### config.mk
export PLATFORM = sky130hd
export DESIGN_NAME = jls_scan_ctrl
export DESIGN_NICKNAME = d
export VERILOG_FILES = /design/src/rtl/jls_pkg.sv /design/src/rtl/jls_line_cnt.sv /design/src/rtl/jls_scan_ctrl.sv
export SDC_FILE = /design/constraint.sdc
export NUM_CORES = 1
export LEC_CHECK = 0
export ABC_AREA = 1
export BUFFER_PORTS_ARGS = -buffer_cell sky130_fd_sc_hd__buf_2
export CAP_MARGIN = 20
export CORE_ASPECT_RATIO = 0.7
export CORE_UTILIZATION = 30
export DETAILED_ROUTE_END_ITERATION = 6
export MAX_ROUTING_LAYER = met4
export SETUP_SLACK_MARGIN = 0.5
export SYNTH_ARGS = -nofsm -noshare
export SYNTH_HDL_FRONTEND = slang
export SYNTH_SLANG_ARGS = --single-unit
### constraint.sdc
create_clock -name clk -period 3.45 [get_ports clk]
set_input_delay 0.69 -clock clk [delete_from_list [all_inputs] [get_ports clk]]
set_output_delay 0.69 -clock clk [all_outputs]
set_load 0.005 [all_outputs]
### src/rtl/jls_pkg.sv
// jls_pkg
// Shared definitions for the JPEG-LS scan controller slice.
//   JLS_PIX_W         : default pixel width
//   JLS_DIM_W         : default width of the column/row dimension registers
//   jls_scan_state_t  : scan sequencer states (IDLE, RUN, DRAIN)
package jls_pkg;

    localparam int JLS_PIX_W = 16;
    localparam int JLS_DIM_W = 12;

    typedef enum logic [1:0] {
        IDLE  = 2'd0,
        RUN   = 2'd1,
        DRAIN = 2'd2
    } jls_scan_state_t;

endpackage

### src/rtl/jls_line_cnt.sv
// jls_line_cnt
// Column/row position counter for a raster-scanned frame.
// Ports:
//   clk, rst_n : clock, asynchronous active-low reset
//   clr        : return to column 0 / row 0 (has priority over inc)
//   inc        : advance by one pixel
//   w_m1, h_m1 : frame width-1 and height-1
//   col, row   : current position
//   eol        : current column is the last one of the line
//   eof        : current position is the last pixel of the frame
module jls_line_cnt
    import jls_pkg::*;
#(
    parameter int DIM_W = JLS_DIM_W
) (
    input  logic             clk,
    input  logic             rst_n,
    input  logic             clr,
    input  logic             inc,
    input  logic [DIM_W-1:0] w_m1,
    input  logic [DIM_W-1:0] h_m1,
    output logic [DIM_W-1:0] col,
    output logic [DIM_W-1:0] row,
    output logic             eol,
    output logic             eof
);

    assign eol = (col == w_m1);
    assign eof = eol && (row == h_m1);

    // Wrapping to 0/0 after the final pixel leaves the counter ready for the
    // next frame without needing an explicit clear.
    always_ff @(posedge clk or negedge rst_n) begin
        if (!rst_n) begin
            col <= '0;
            row <= '0;
        end else if (clr) begin
            col <= '0;
            row <= '0;
        end else if (inc) begin
            if (eof) begin
                col <= '0;
                row <= '0;
            end else if (eol) begin
                col <= '0;
                row <= row + DIM_W'(1);
            end else begin
                col <= col + DIM_W'(1);
            end
        end
    end

endmodule

### src/rtl/jls_scan_ctrl.sv
// jls_scan_ctrl
// Frame/scan sequencer in front of the JPEG-LS context pipeline.
// Ports:
//   clk, rst_n            : clock, asynchronous active-low reset
//   start, abort          : one-cycle frame commands
//   cfg_width, cfg_height : frame size, latched on an accepted start
//   s_pixel/s_valid/s_ready : input pixel stream (valid/ready)
//   pixel_data, data_en   : registered pixel forwarding into the pipeline
//   pipe_en               : pipeline output-valid
//   out_sol/out_eol/out_eof : position tags for the current pipe_en beat
//   busy, done, err       : status to the system controller
module jls_scan_ctrl
    import jls_pkg::*;
#(
    parameter int PIX_W = JLS_PIX_W,
    parameter int DIM_W = JLS_DIM_W
) (
    input  logic             clk,
    input  logic             rst_n,
    input  logic             start,
    input  logic             abort,
    input  logic [DIM_W-1:0] cfg_width,
    input  logic [DIM_W-1:0] cfg_height,
    input  logic [PIX_W-1:0] s_pixel,
    input  logic             s_valid,
    output logic             s_ready,
    output logic [PIX_W-1:0] pixel_data,
    output logic             data_en,
    input  logic             pipe_en,
    output logic             out_sol,
    output logic             out_eol,
    output logic             out_eof,
    output logic             busy,
    output logic             done,
    output logic             err
);

    jls_scan_state_t state, next_state;

    logic [DIM_W-1:0] w_m1, h_m1;
    logic [DIM_W-1:0] in_col, in_row, out_col, out_row;
    logic             in_eol, in_eof, out_eol_raw, out_eof_raw;
    logic             cfg_zero, start_ok, start_bad, accept, active, stray;

    // Abort overrides a coincident start, so neither a legal nor an illegal
    // start has any effect in that cycle.
    assign cfg_zero  = (cfg_width == '0) || (cfg_height == '0);
    assign start_ok  = start && !abort && (state == IDLE) && !cfg_zero;
    assign start_bad = start && !abort && (state == IDLE) && cfg_zero;

    assign s_ready = (state == RUN);
    assign accept  = s_valid && s_ready;
    assign active  = (state != IDLE);
    assign stray   = pipe_en && (state == IDLE);
    assign busy    = active;

    // Output tags are suppressed in IDLE, where pipe_en beats are ignored.
    assign out_sol = pipe_en && active && (out_col == '0);
    assign out_eol = pipe_en && active && out_eol_raw;
    assign out_eof = pipe_en && active && out_eof_raw;

    jls_line_cnt #(.DIM_W(DIM_W)) u_in_cnt (
        .clk   (clk),
        .rst_n (rst_n),
        .clr   (start_ok || abort),
        .inc   (accept),
        .w_m1  (w_m1),
        .h_m1  (h_m1),
        .col   (in_col),
        .row   (in_row),
        .eol   (in_eol),
        .eof   (in_eof)
    );

    jls_line_cnt #(.DIM_W(DIM_W)) u_out_cnt (
        .clk   (clk),
        .rst_n (rst_n),
        .clr   (start_ok || abort),
        .inc   (pipe_en && active),
        .w_m1  (w_m1),
        .h_m1  (h_m1),
        .col   (out_col),
        .row   (out_row),
        .eol   (out_eol_raw),
        .eof   (out_eof_raw)
    );

    always_ff @(posedge clk or negedge rst_n) begin
        if (!rst_n) begin
            state <= IDLE;
        end else begin
            state <= next_state;
        end
    end

    always_comb begin
        next_state = state;
        if (abort) begin
            next_state = IDLE;
        end else begin
            unique case (state)
                IDLE:    if (start_ok) next_state = RUN;
                RUN:     if (accept && in_eof) next_state = DRAIN;
                DRAIN:   if (out_eof) next_state = IDLE;
                default: next_state = IDLE;
            endcase
        end
    end

    // The compare values are registered once per frame so the counters only
    // need equality checks against width-1/height-1.
    always_ff @(posedge clk or negedge rst_n) begin
        if (!rst_n) begin
            w_m1 <= '0;
            h_m1 <= '0;
        end else if (start_ok) begin
            w_m1 <= cfg_width - DIM_W'(1);
            h_m1 <= cfg_height - DIM_W'(1);
        end
    end

    // A pixel accepted in the same cycle as abort is not forwarded.
    always_ff @(posedge clk or negedge rst_n) begin
        if (!rst_n) begin
            pixel_data <= '0;
            data_en    <= 1'b0;
            done       <= 1'b0;
            err        <= 1'b0;
        end else begin
            data_en <= accept && !abort;
            if (accept) begin
                pixel_data <= s_pixel;
            end
            done <= (state == DRAIN) && out_eof && !abort;
            err  <= (err && !start_ok) || start_bad || stray;
        end
    end

endmodule

======== Word-level counts from Yosys, hierarchy flattened ========
Cells that the tools add are included.
cells by class
  add/sub/neg operators ................... 6
  $mul .................................... 0
  div/mod/pow operators ................... 0
  order comparisons ....................... 0
  equal/unequal tests ..................... 9
  shift-type cells ........................ 0
  muxes and demuxes ....................... 21
  bitwise gates (word level) .............. 0
  reduce and logical (&&, ||, !) cells .... 36
operators by type and width
  operator                 number
  $mux W12                 16
  $add A12 B1 Y12 const B  4
  $eq A12 B12 Y1           4
  $logic_not A12 Y1        3
  $sub A12 B1 Y12 const B  2
  $logic_and A1 B1 Y1      17
  $mux W2                  4
  $ne A3 B3 Y1 const B     2
  $pmux W2 S3              1
  $reduce_bool A2 Y1       3
  $reduce_bool A3 Y1       2
  $logic_or A1 B1 Y1       4
  $reduce_and A2 Y1        2
  $logic_not A1 Y1         3
  $ne A3 B2 Y1 const B     1
  $reduce_and A3 Y1        1
  $eq A2 B1 Y1 const B     1
  $eq A2 B2 Y1 const B     1
  $logic_not A2 Y1         1
storage, ports and cells
  register bits ........................... 93
  latch bits .............................. 0
  memory bits (writable) .................. 0
  memory bits (read-only) ................. 0
  output and inout port bits .............. 24
  memories kept ........................... 0

======== Longest topological paths before layout ========
Gate-level depths: netlist of run 1.
  depth after elaboration ................. 8
  depth in mapped cells ................... 13

======== Modules after synthesis ========
A second synthesis of run 1 with hierarchy kept.
second synthesis, totals
  cell total of the unflattened synthesis .. 823
  area total of the unflattened synthesis .. 5809.3 µm²
by module, submodules not included
  module         times used  cells an instance  area an instance (µm²)
  jls_line_cnt   2           254                1711.6
  jls_scan_ctrl  1           315                2386.0

======== Worst setup path before layout of run 1 ========
OpenSTA, ideal clock, no wires.
  path type ............................... input port to output port
  from .................................... in pipe_en
  to ...................................... out out_eof
  arrival ................................. 1.367 ns
  setup slack ............................. 1.393 ns
  stages .................................. 6
  cell sequence ........................... inv_1 > nor2_4 > inv_1 > nor2_1 > nand2_1 > inv_1
on the way
  word-level cells in the longest chain between the ends .. 2
RTL lines
  element                           RTL line             RTL
  start, declared                   jls_scan_ctrl.sv:29  input logic pipe_en,
  $logic_and A1 B1 Y1 (2 in a row)  jls_scan_ctrl.sv:60  assign out_eof = pipe_en && active && out_eof_raw;
  end, declared                     jls_scan_ctrl.sv:32  output logic out_eof,
No other way between the ends.

======== Worst setup path after layout of run 1 ========
  from .................................... reg u_out_cnt.col[0]
  to ...................................... out out_eof
on the way
  word-level cells in the longest chain between the ends .. 3
RTL lines
  element                 RTL line             RTL
  start, declared         jls_line_cnt.sv:22   output logic [DIM_W-1:0] col,
  start signal, assigned  jls_line_cnt.sv:48   col <= col + DIM_W'(1);
  $eq A12 B12 Y1          jls_line_cnt.sv:28   assign eol = (col == w_m1);
  $logic_and A1 B1 Y1     jls_line_cnt.sv:29   assign eof = eol && (row == h_m1);
  $logic_and A1 B1 Y1     jls_scan_ctrl.sv:60
No other way between the ends.

==> results.sh, run 1 <==
export IMPL_syn_area_um2=5840
export IMPL_ys_warn_count=0
export IMPL_drc=0
export IMPL_finClkSkew_ns=0.00680
export IMPL_switchingPower_w=0.000876
export IMPL_cts_root_buf="clkbuf_16"
export IMPL_critPathCaptureType="output pin"
export IMPL_coreArea_um2=19000
export IMPL_first_iter_violations=394
export IMPL_clk_pin_slew_ns=0.07
export IMPL_drv_slew=0
export IMPL_cts_buffers=9
export IMPL_io_buffer_count=69
export IMPL_fin_util_pct=35.8
export IMPL_antenna_found_initial=0
export IMPL_netlist_cell_type_count=34
export IMPL_worstRegToRegCells=10
export IMPL_initial_utilization_pct=30.8
export IMPL_syn_num_nets=880
export IMPL_crit_fanout=7
export IMPL_cts_tree="built"
export IMPL_nFillCells=2024
export IMPL_cts_sinks=93
export IMPL_swShare_pct=29.8
export IMPL_io_pins=70
export IMPL_final_area_um2=6780
export IMPL_fin_setup_tns_ns=0
export IMPL_synth_avg_cell_area_um2=7.08
export IMPL_r2r_start="state[0]"
export IMPL_seq_power_share_pct=45.0
export IMPL_leakage_nw=3.38
export IMPL_slew_headroom_pct=55.9
export IMPL_rr_endpoint="u_out_cnt.col[3]"
export IMPL_status="finished clean"
export IMPL_overflow=0
export IMPL_hold_violations=0
export IMPL_die_h_um=119
export IMPL_yosysSeqAreaShare_pct=39.8
export IMPL_drive_gt1_share_pct=12.3
export IMPL_hp_class="primary input to async pin"
export IMPL_regToRegSetupSlack_ns=1.23
export IMPL_hpwl_um=11400
export IMPL_finalSetupViolations=0
export IMPL_start_kind="register"
export IMPL_worstMarginPinSlew_ns=0.661
export IMPL_placedInstanceArea_um2=6450
export IMPL_grt_pass1_wl_um=25700
export IMPL_antennaDiodeCount=0
export IMPL_globalRouteTotalUtil_pct=16.8
export IMPL_fmax_ghz=0.366
export IMPL_grt_pass1_vias=4968
export IMPL_routed_wirelength_um=15000
export IMPL_rsz0062_at_grt="false"
export IMPL_p_int_w=0.00207
export IMPL_drtPass1Iterations=5
export IMPL_clk_latency_ns=0.35
export IMPL_rows=42
export IMPL_nNetsFinal=943
export IMPL_drt_vias_per_instance=4.55
export IMPL_required_ns=2.76
export IMPL_ant_nets=0
export IMPL_wire_per_inst_um=13.0
export IMPL_ys_ff_latch=93
export IMPL_peakVddDrop_mv=0.242
export IMPL_grt_start_max_net_pins=51
export IMPL_htreeDepth=3
export IMPL_combPwrFrac_pct=17.8
export IMPL_clockPowerShare_pct=37.2
export IMPL_areaGrowthSynthToFinish_pct=16.2
export IMPL_die_w_um=169
export IMPL_fp_dieArea_um2=20000
export IMPL_critPathKind="register to output pin"
export IMPL_clock_path_buffers=2
export IMPL_maxCapViolCount=0
export IMPL_cp_arrival_ns=2.04
export IMPL_min_period_over_period_pct=79.2
export IMPL_period_minus_slack_ns=2.73
export IMPL_power_density_nw_per_um2=434
export IMPL_gp_congestion=0.876
export IMPL_vias=5268
export IMPL_syn_inst=825
## area by class of cell
| cell class | count | area (um2) | area share, % |
|---|---|---|---|
| inverters | 102 | 385 | 5.68 |
| flip-flops and latches | 93 | 2330 | 34.3 |
| multi-input cells | 610 | 3030 | 44.7 |
| repair buffers | 72 | 383 | 5.64 |
| well taps | 264 | 330 | 4.87 |
| clock buffers | 10 | 239 | 3.52 |
| clock inverters | 6 | 86.3 | 1.27 |
## per-layer routing
| metal | part of all wire [%] | up-vias | track usage (%) |
|---|---|---|---|
| li1 | - | 2712 | - |
| met1 | 55 | 2411 | 26.0 |
| met2 | 38 | 134 | 22.2 |
| met3 | 5.8 | 11 | 3.28 |
| met4 | 0.71 | 0 | 3.07 |
| met5 | 0 | - | - |
## cells in the mapped netlist
library cell	n	area, um2
nand2_1	295	1110
inv_1	95	357
dfrtp_1	93	2330
nor2_1	67	251
nand3_1	49	245
o21ai_0	42	210
xor2_1	39	342
nor3_1	24	120
nand4_1	22	138
xnor2_1	22	193
a21oi_1	9	45.0
ha_1	9	113
buf_2	8	40.0
clkbuf_1	7	26.3
o21ai_1	7	35.0
inv_2	4	15.0
nand2_2	3	18.8
nand3b_1	3	22.5
nor2_4	3	33.8
nor4_1	3	18.8
buf_4	2	15.0
buf_6	2	22.5
clkinv_1	2	7.51
nand3_2	2	20.0
nor2_2	2	12.5
o21ai_4	2	32.5
o31ai_1	2	15.0
a22oi_1	1	7.51
buf_1	1	3.75
inv_4	1	6.26
nor2_8	1	20.0
o21a_1	1	7.51
o22ai_1	1	6.26
or2_2	1	6.26
## power groups by stage
stage	registers, W	clock network, W	logic [W]
final	0.00133	0.00110	0.000523
after global routing	0.00134	0.00117	0.000609
after CTS	0.00132	0.00112	0.000526
after detailed placement	0.00134	0	0.000527
after global placement	0.00134	0	0.000518
after floorplan	0.00131	0	0.000346
## worst max-delay path, stage by stage (launching register included)
cell     delay [ns]
dfrtp_1        0.43
inv_1          0.14
nand2_1        0.07
nand2_1        0.05
nand2_1        0.05
nor2_1         0.20
nand3_4        0.17
nor2_2         0.17
nand2_1        0.19
inv_1          0.10
buf_2          0.11
## state kept, by name (all words and copies together) (netlist names)
| signal | count |
|---|---|
| u_in_cnt.row | 12 |
| data_en | 1 |
| done | 1 |
| w_m1 | 12 |
| u_in_cnt.col | 12 |
| h_m1 | 12 |
| pixel_data | 16 |
| u_out_cnt.row | 12 |
| err | 1 |
| u_out_cnt.col | 12 |
| state | 2 |
## cell usage in the layout, fill, tap and decap left out, drive strengths merged, types with 2 or more instances in the layout
cell type,count
nor2,73
dfrtp,93
ha,9
xor2,39
o21ai,51
nand3,51
nor4,3
inv,100
o31ai,2
nand4,22
buf,72
clkbuf,10
xnor2,22
a21oi,9
nand3b,3
clkinv,5
bufinv,2
nand2,298
nor3,24
## per-stage QoR
step	power [W]	instances	worst slack, ns	hold slack (ns)
3_3_place_gp	0.00186	1141	0.716	0.460
6_report	0.00294	1157	0.717	0.376
2_1_floorplan	0.00165	825	1.39	0.394
5_1_grt	0.00312	1157	0.506	0.432
4_1_cts	0.00297	1157	0.543	0.404
3_5_place_dp	0.00187	1141	0.675	0.457
## worst max-delay path by stage
stage / start / slack (ns) / cells past startpoint / end
floorplan: pipe_en / 1.39 / 6 / out_eof
global placement: cfg_height[0] / 0.72 / 12 / u_out_cnt.col[2]
detailed placement: cfg_height[0] / 0.68 / 12 / u_out_cnt.col[9]
CTS: w_m1[6] / 0.54 / 10 / out_eof
global route: u_out_cnt.col[0] / 0.51 / 10 / out_eof
finish: u_out_cnt.col[0] / 0.72 / 10 / out_eof
## logic make-up after synthesis
logic type | after synthesis | synth area share (%)
AO/OA/AOI/OAI | 65 | 6.15
XOR/XNOR | 61 | 9.15
adder cells (fa/ha/maj) | 9 | 1.93
buffers and inverters | 122 | 8.44
flip-flops | 93 | 39.8
AND/OR/NAND/NOR | 475 | 34.5
## what timing repair did
| item | in CTS | in global routing |
|---|---|---|
| buffers inserted | 0 | 0 |
| endpoints found under the setup margin | 0 | 1 |
| gates resized for setup | 0 | 4 |
| hold buffers | 0 | 0 |
No activity file was read; power rests on OpenSTA's default activity.
==> inputs of run 2 (changes only) <==
Clock period 3.45 ns to 2.33 ns, I/O delays scaled along.
==> results.sh, run 2 (synthesis gave the netlist of run 1 again) <==
export IMPL_status="finished clean"
export IMPL_cts_tree="built"
export IMPL_combPwrFrac_pct=22.4
export IMPL_cp_top_family="simple AND/OR/NAND/NOR gates"
export IMPL_maxCapViolCount=0
export IMPL_antennaDiodeCount=0
export IMPL_io_pins=70
export IMPL_clk_latency_ns=0.35
export IMPL_first_iter_violations=396
export IMPL_r2r_start="w_m1[5]"
export IMPL_endpoint="out_eof"
export IMPL_htreeDepth=3
export IMPL_drive_gt1_share_pct=27.3
export IMPL_stdcell_count=1232
export IMPL_cp_arrival_ns=1.65
export IMPL_cpPeakStageDelay_ns=0.41
export IMPL_final_cell_mix="nand2_1 (282), dfrtp_1 (82), inv_1 (71), buf_2 (66), nor2_1 (58)"
export IMPL_grt_pass1_wl_um=27800
export IMPL_crit_start="u_out_cnt.col[1]"
export IMPL_finalSetupViolations=0
export IMPL_finClkSkew_ns=0.00823
export IMPL_nFillCells=1956
export IMPL_leakage_nw=3.84
export IMPL_fmax_ghz=0.472
export IMPL_hp_class="primary input to async pin"
export IMPL_antenna_found_initial=0
export IMPL_required_ns=1.86
export IMPL_final_area_um2=7750
export IMPL_clock_path_buffers=2
export IMPL_ff_latch_area_um2=2340
export IMPL_cp_slowest_cell="dfrtp_1"
export IMPL_period_minus_slack_ns=2.12
export IMPL_wire_per_inst_um=14.0
export IMPL_hold_violations=0
export IMPL_seq_power_share_pct=40.9
export IMPL_path_cells="inv_2 > nand2_1 > nand2_1 > nand2_1 > nor2_2 > nand3_2 > nor2_4 > nand2_4 > inv_2 > buf_6"
export IMPL_regToRegSetupSlack_ns=0.29
export IMPL_grt_start_max_net_pins=43
export IMPL_routed_wirelength_um=17300
export IMPL_die_w_um=169
export IMPL_drtPass1Iterations=5
export IMPL_die_h_um=119
export IMPL_dp_cells=1151
export IMPL_critPathMostFrequentCell="nand2_1"
export IMPL_grt_pass1_vias=5386
export IMPL_critPathCaptureType="output pin"
export IMPL_clockPowerShare_pct=36.7
export IMPL_gp_congestion=0.902
export IMPL_worstMarginPinSlew_ns=0.588
export IMPL_cts_sinks=93
export IMPL_ant_nets=0
export IMPL_drc=0
export IMPL_vias=5670
export IMPL_cts_root_buf="clkbuf_16"
export IMPL_nNetsFinal=1018
export IMPL_hpwl_um=12000
export IMPL_switchingPower_w=0.00143
export IMPL_largest_reg_flops=16
export IMPL_drv_slew=0
export IMPL_swShare_pct=29.8
export IMPL_peakVddDrop_mv=0.368
export IMPL_start_kind="register"
export IMPL_slew_headroom_pct=60.8
export IMPL_crit_fanout=3
export IMPL_min_period_over_period_pct=91.0
export IMPL_power_density_nw_per_um2=618
export IMPL_drt_vias_per_instance=4.60
export IMPL_worst_path_buf_inv=3
export IMPL_coreArea_um2=19000
export IMPL_cts_buffers=9
export IMPL_initial_utilization_pct=30.8
export IMPL_placedInstanceArea_um2=6520
export IMPL_fp_dieArea_um2=20000
export IMPL_io_buffer_count=69
export IMPL_p_int_w=0.00336
export IMPL_worstRegToRegCells=16
export IMPL_overflow=0
export IMPL_areaGrowthSynthToFinish_pct=32.8
export IMPL_multiInputGateArea_um2=3260
export IMPL_max_flop_register="pixel_data"
export IMPL_clk_pin_slew_ns=0.07
export IMPL_rows=42
export IMPL_worstSetupPathDepth=10
export IMPL_rsz0062_at_grt="true"
export IMPL_rr_endpoint="u_in_cnt.row[6]"
export IMPL_layout_commonest_cell="nand2_1"
export IMPL_critPathKind="register to output pin"
export IMPL_globalRouteTotalUtil_pct=18.2
[run 2: cell type report]
| cell class | count | share of cell area, % |
|---|---|---|
| clock buffer | 10 | 3.08 |
| clock inverter | 6 | 1.50 |
| inverter | 102 | 5.41 |
| multi-input combinational | 610 | 42.0 |
| sequential | 93 | 30.2 |
| tap | 264 | 4.26 |
| timing repair buffer | 145 | 13.3 |
| timing repair inverter | 2 | 0.178 |
[run 2: metrics by stage]
step	power [W]	hold WS [ns]	util, %	setup TNS (ns)	setup slack [ns]
2_1_floorplan	0.00245	0.170	-	0	0.566
3_3_place_gp	0.00277	0.461	34.4	0	0.0269
3_5_place_dp	0.00279	0.463	34.4	-0.0517	-0.0313
4_1_cts	0.00471	0.135	38.6	0	0.187
5_1_grt	0.00505	0.154	40.9	0	0.111
6_report	0.00479	0.111	40.9	0	0.210
[run 2: worst min path at each step]
| stage | end | slack [ns] | start |
|---|---|---|---|
| final | u_out_cnt.col[10] | 0.11 | rst_n |
| after global placement | pixel_data[4] | 0.46 | pixel_data[4] |
| after floorplan | data_en | 0.17 | rst_n |
| after global routing | u_out_cnt.row[1] | 0.15 | rst_n |
| after CTS | u_out_cnt.row[0] | 0.13 | rst_n |
| after detailed placement | pixel_data[13] | 0.46 | pixel_data[13] |
[run 2: what timing repair did]
| item | 4_1_cts | 5_1_grt |
|---|---|---|
| pin swaps | 20 | 41 |
| hold buffers | 0 | 0 |
| gates resized for setup | 56 | 82 |
| setup buffers | 43 | 20 |
| endpoints found under the setup margin | 39 | 58 |
| gates cloned | 1 | 1 |
[run 2: worst reg2reg max path: cells and delay by family, from the launching register on]
family,cells,cell delay [ns]
buffers and inverters,7,0.68
AND/OR/NAND/NOR,8,0.59
flip-flops,1,0.43
AO/OA/AOI/OAI,1,0.22
[run 2: layer usage]
metal | track usage, % | wire (um) | part of all wire [%] | vias to the layer above
met5 | - | 0 | 0 | -
met4 | 4.32 | 215 | 1.2 | 0
met3 | 4.02 | 1280 | 7.4 | 16
met2 | 24.3 | 7000 | 41 | 185
met1 | 27.4 | 8770 | 51 | 2602
li1 | - | - | - | 2867
[run 2: power groups by stage]
stage,clock network [W],registers [W],logic [W]
2_1_floorplan,0,0.00194,0.000512
4_1_cts,0.00179,0.00195,0.000969
3_5_place_dp,0,0.00199,0.000797
6_report,0.00176,0.00196,0.00107
3_3_place_gp,0,0.00199,0.000781
5_1_grt,0.00186,0.00198,0.00121
==> inputs of run 3 (changes only) <==
Settings changed: ABC_AREA 1 to 0, MAX_ROUTING_LAYER met4 to not set, SLEW_MARGIN set to 0.
==> results.sh, run 3 <==
export IMPL_synth_compound_area_share_pct=11.6
export IMPL_leakage_nw=3.32
export IMPL_synth_fa_ha_area_share_pct=2.10
export IMPL_drt_vias_per_instance=4.96
export IMPL_synthSimpleGateAreaFrac_pct=25.4
export IMPL_io_buffer_count=69
export IMPL_drtPass1Iterations=4
export IMPL_overflow=0
export IMPL_synth_avg_cell_area_um2=9.13
export IMPL_cp_arrival_ns=1.84
export IMPL_finalSetupViolations=0
export IMPL_hold_violations=0
export IMPL_synth_area_leader_cell="dfrtp_1"
export IMPL_synthFlopType="dfrtp_1"
export IMPL_ys_warn_count=0
export IMPL_finClkSkew_ns=0.00832
export IMPL_synth_async_reset_ratio_pct=100
export IMPL_switchingPower_w=0.00137
export IMPL_peakVddDrop_mv=0.335
export IMPL_fin_setup_tns_ns=0
export IMPL_clock_path_buffers=2
export IMPL_min_from="s_pixel[14]"
export IMPL_yosysSeqAreaShare_pct=43.3
export IMPL_hp_class="primary input to register"
export IMPL_placedInstanceArea_um2=6220
export IMPL_synth_edf_count=0
export IMPL_wl_met3_um=1130
export IMPL_synthMostInstantiatedCell="nand2_1"
export IMPL_holdPathEnd="pixel_data[14]"
export IMPL_layout_commonest_cell="nand2_1"
export IMPL_min_period_over_period_pct=99.0
export IMPL_fp_dieArea_um2=18400
export IMPL_hold_depth=3
export IMPL_clk_latency_ns=0.34
export IMPL_required_ns=1.86
export IMPL_die_h_um=114
export IMPL_first_iter_violations=272
export IMPL_max_flop_register="pixel_data"
export IMPL_drive_gt1_share_pct=38.5
export IMPL_p_int_w=0.00313
export IMPL_globalRouteTotalUtil_pct=16.5
export IMPL_critPathCaptureType="output pin"
export IMPL_cts_root_buf="clkbuf_16"
export IMPL_worstMarginPinSlew_ns=0.498
export IMPL_ys_ff_latch=93
export IMPL_largest_reg_flops=16
export IMPL_coreArea_um2=17300
export IMPL_top_layer="met4"
export IMPL_synthTopCellsByCount="nand2_1 (116), dfrtp_1 (93), xnor2_1 (45)"
export IMPL_nNetsFinal=790
export IMPL_met1_length_um=7910
export IMPL_hpwl_um=10300
export IMPL_syn_area_um2=5370
export IMPL_routed_wirelength_um=15700
export IMPL_htreeDepth=3
export IMPL_clockPowerShare_pct=33.7
export IMPL_cts_buffers=9
export IMPL_areaGrowthSynthToFinish_pct=43.4
export IMPL_timing_hold_ws_ns=0.316
export IMPL_period_minus_slack_ns=2.31
export IMPL_combPwrFrac_pct=23.3
export IMPL_drv_slew=0
export IMPL_final_area_um2=7700
export IMPL_final_cell_mix="nand2_1 (92), dfrtp_1 (91), buf_2 (66), buf_4 (49), xnor2_1 (44)"
export IMPL_syn_inst=588
export IMPL_crit_fanout=3
export IMPL_finalPower_w=0.00450
export IMPL_wire_per_inst_um=16.2
export IMPL_muxShareOfSynthArea_pct=0.186
export IMPL_critPathKind="register to output pin"
export IMPL_power_density_nw_per_um2=584
export IMPL_maxCapViolCount=0
export IMPL_nFillCells=1643
export IMPL_worstRegToRegCells=9
export IMPL_swShare_pct=30.5
export IMPL_gp_congestion=0.826
export IMPL_netlist_cell_type_count=54
export IMPL_vias=4818
export IMPL_antenna_found_initial=0
export IMPL_io_pins=70
export IMPL_fmax_ghz=0.434
export IMPL_ant_nets=0
export IMPL_rr_endpoint="u_out_cnt.row[2]"
export IMPL_synth_top_area_share_pct=43.3
export IMPL_seq_power_share_pct=43.0
export IMPL_cts_tree="built"
export IMPL_initial_utilization_pct=31.0
export IMPL_synth_xor_area_share_pct=14.2
export IMPL_drc=0
export IMPL_grt_pass1_vias=4302
export IMPL_rsz0062_at_grt="true"
export IMPL_die_w_um=162
export IMPL_cts_sinks=93
export IMPL_clk_pin_slew_ns=0.07
export IMPL_synthTopCellsByArea="dfrtp_1 (43%), nand2_1 (8.1%), xnor2_1 (7.3%)"
export IMPL_r2r_start="u_out_cnt.col[11]"
export IMPL_grt_start_max_net_pins=57
export IMPL_regToRegSetupSlack_ns=0.05
export IMPL_antennaDiodeCount=0
export IMPL_synth_top_family_by_area="simple AND/OR/NAND/NOR gates"
export IMPL_slew_headroom_pct=66.7
export IMPL_start_kind="register"
export IMPL_rows=40
export IMPL_wl_met2_um=6450
export IMPL_status="finished clean"
export IMPL_grt_pass1_wl_um=23800
export IMPL_syn_num_nets=643
run 3: cell types whose count changed in the layout (fill, tap and decap cells not counted), sizes merged, moves of 10 or more:
cell and change:
a21oi +12, and3 +15, buf +11, inv -84, nand2 -181, nand3 -34, nor2 -35, nor3 -13
nor4 +10, o21ai -15, xnor2 +23
run 3: area by class of cell:
| cell class | count | area (um2) | share of cell area, % |
|---|---|---|---|
| multi-input cells | 455 | 3430 | 44.6 |
| flip-flops and latches | 93 | 2330 | 30.3 |
| repair buffers | 160 | 1290 | 16.8 |
| well taps | 231 | 289 | 3.75 |
| clock buffers | 9 | 225 | 2.92 |
| clock inverters | 7 | 73.8 | 0.959 |
| inverters | 16 | 60.1 | 0.780 |
run 3: what timing repair did:
action                                 in CTS  in global routing
resized for setup                          54                135
setup buffers                              32                 14
endpoints found under the hold margin      15                  0
cloned                                      3                  7
pin swaps                                  38                 45
setup endpoints to repair                  57                 76
hold buffers                                1                  0
run 3: worst max path at each step:
stage,cells after the start,to,start,slack [ns]
3_3_place_gp,6,u_out_cnt.row[9],u_out_cnt.col[9],0.08
5_1_grt,7,out_eof,w_m1[2],-0.02
2_1_floorplan,7,u_in_cnt.col[11],cfg_width[5],0.37
6_report,7,out_eof,u_out_cnt.col[11],0.02
4_1_cts,7,out_eof,u_out_cnt.col[7],0.03
3_5_place_dp,7,u_in_cnt.col[10],cfg_width[5],0.05
run 3: cells by family after synthesis:
family                   Yosys count
XOR/XNOR                          87
AO/OA/AOI/OAI                     92
AND/OR/NAND/NOR                  265
buffers and inverters             41
adder cells (fa/ha/maj)            9
flip-flops                        93
multiplexers                       1
run 3: per-layer routing:
layer  track usage [%]  up-vias
li1                  -     2313
met1              26.1     2323
met2              22.2      164
met3              3.42       18
met4              3.65        0
met5                 0        -
run 3: power by group through the flow:
stage | sequential [W] | combinational (W) | clock, W
3_5_place_dp | 0.00195 | 0.000748 | 0
4_1_cts | 0.00192 | 0.000870 | 0.00154
5_1_grt | 0.00195 | 0.00115 | 0.00161
3_3_place_gp | 0.00195 | 0.000739 | 0
6_report | 0.00193 | 0.00105 | 0.00151
2_1_floorplan | 0.00192 | 0.000433 | 0
run 3: critical path: stages (launching register included):
cell and delay (ns):
dfrtp_1 0.43, xor2_2 0.21, nor4_4 0.30, nand4_2 0.20, inv_2 0.13, nand2_2 0.07
inv_2 0.06, buf_6 0.09
run 3: through the flow:
step	std cells	util (%)	setup WS, ns
final	971	44.5	0.0236
after global routing	971	44.5	-0.0192
after CTS	950	40.7	0.0333
after detailed placement	898	35.9	0.0458
after global placement	898	35.9	0.0815
after floorplan	588	-	0.373
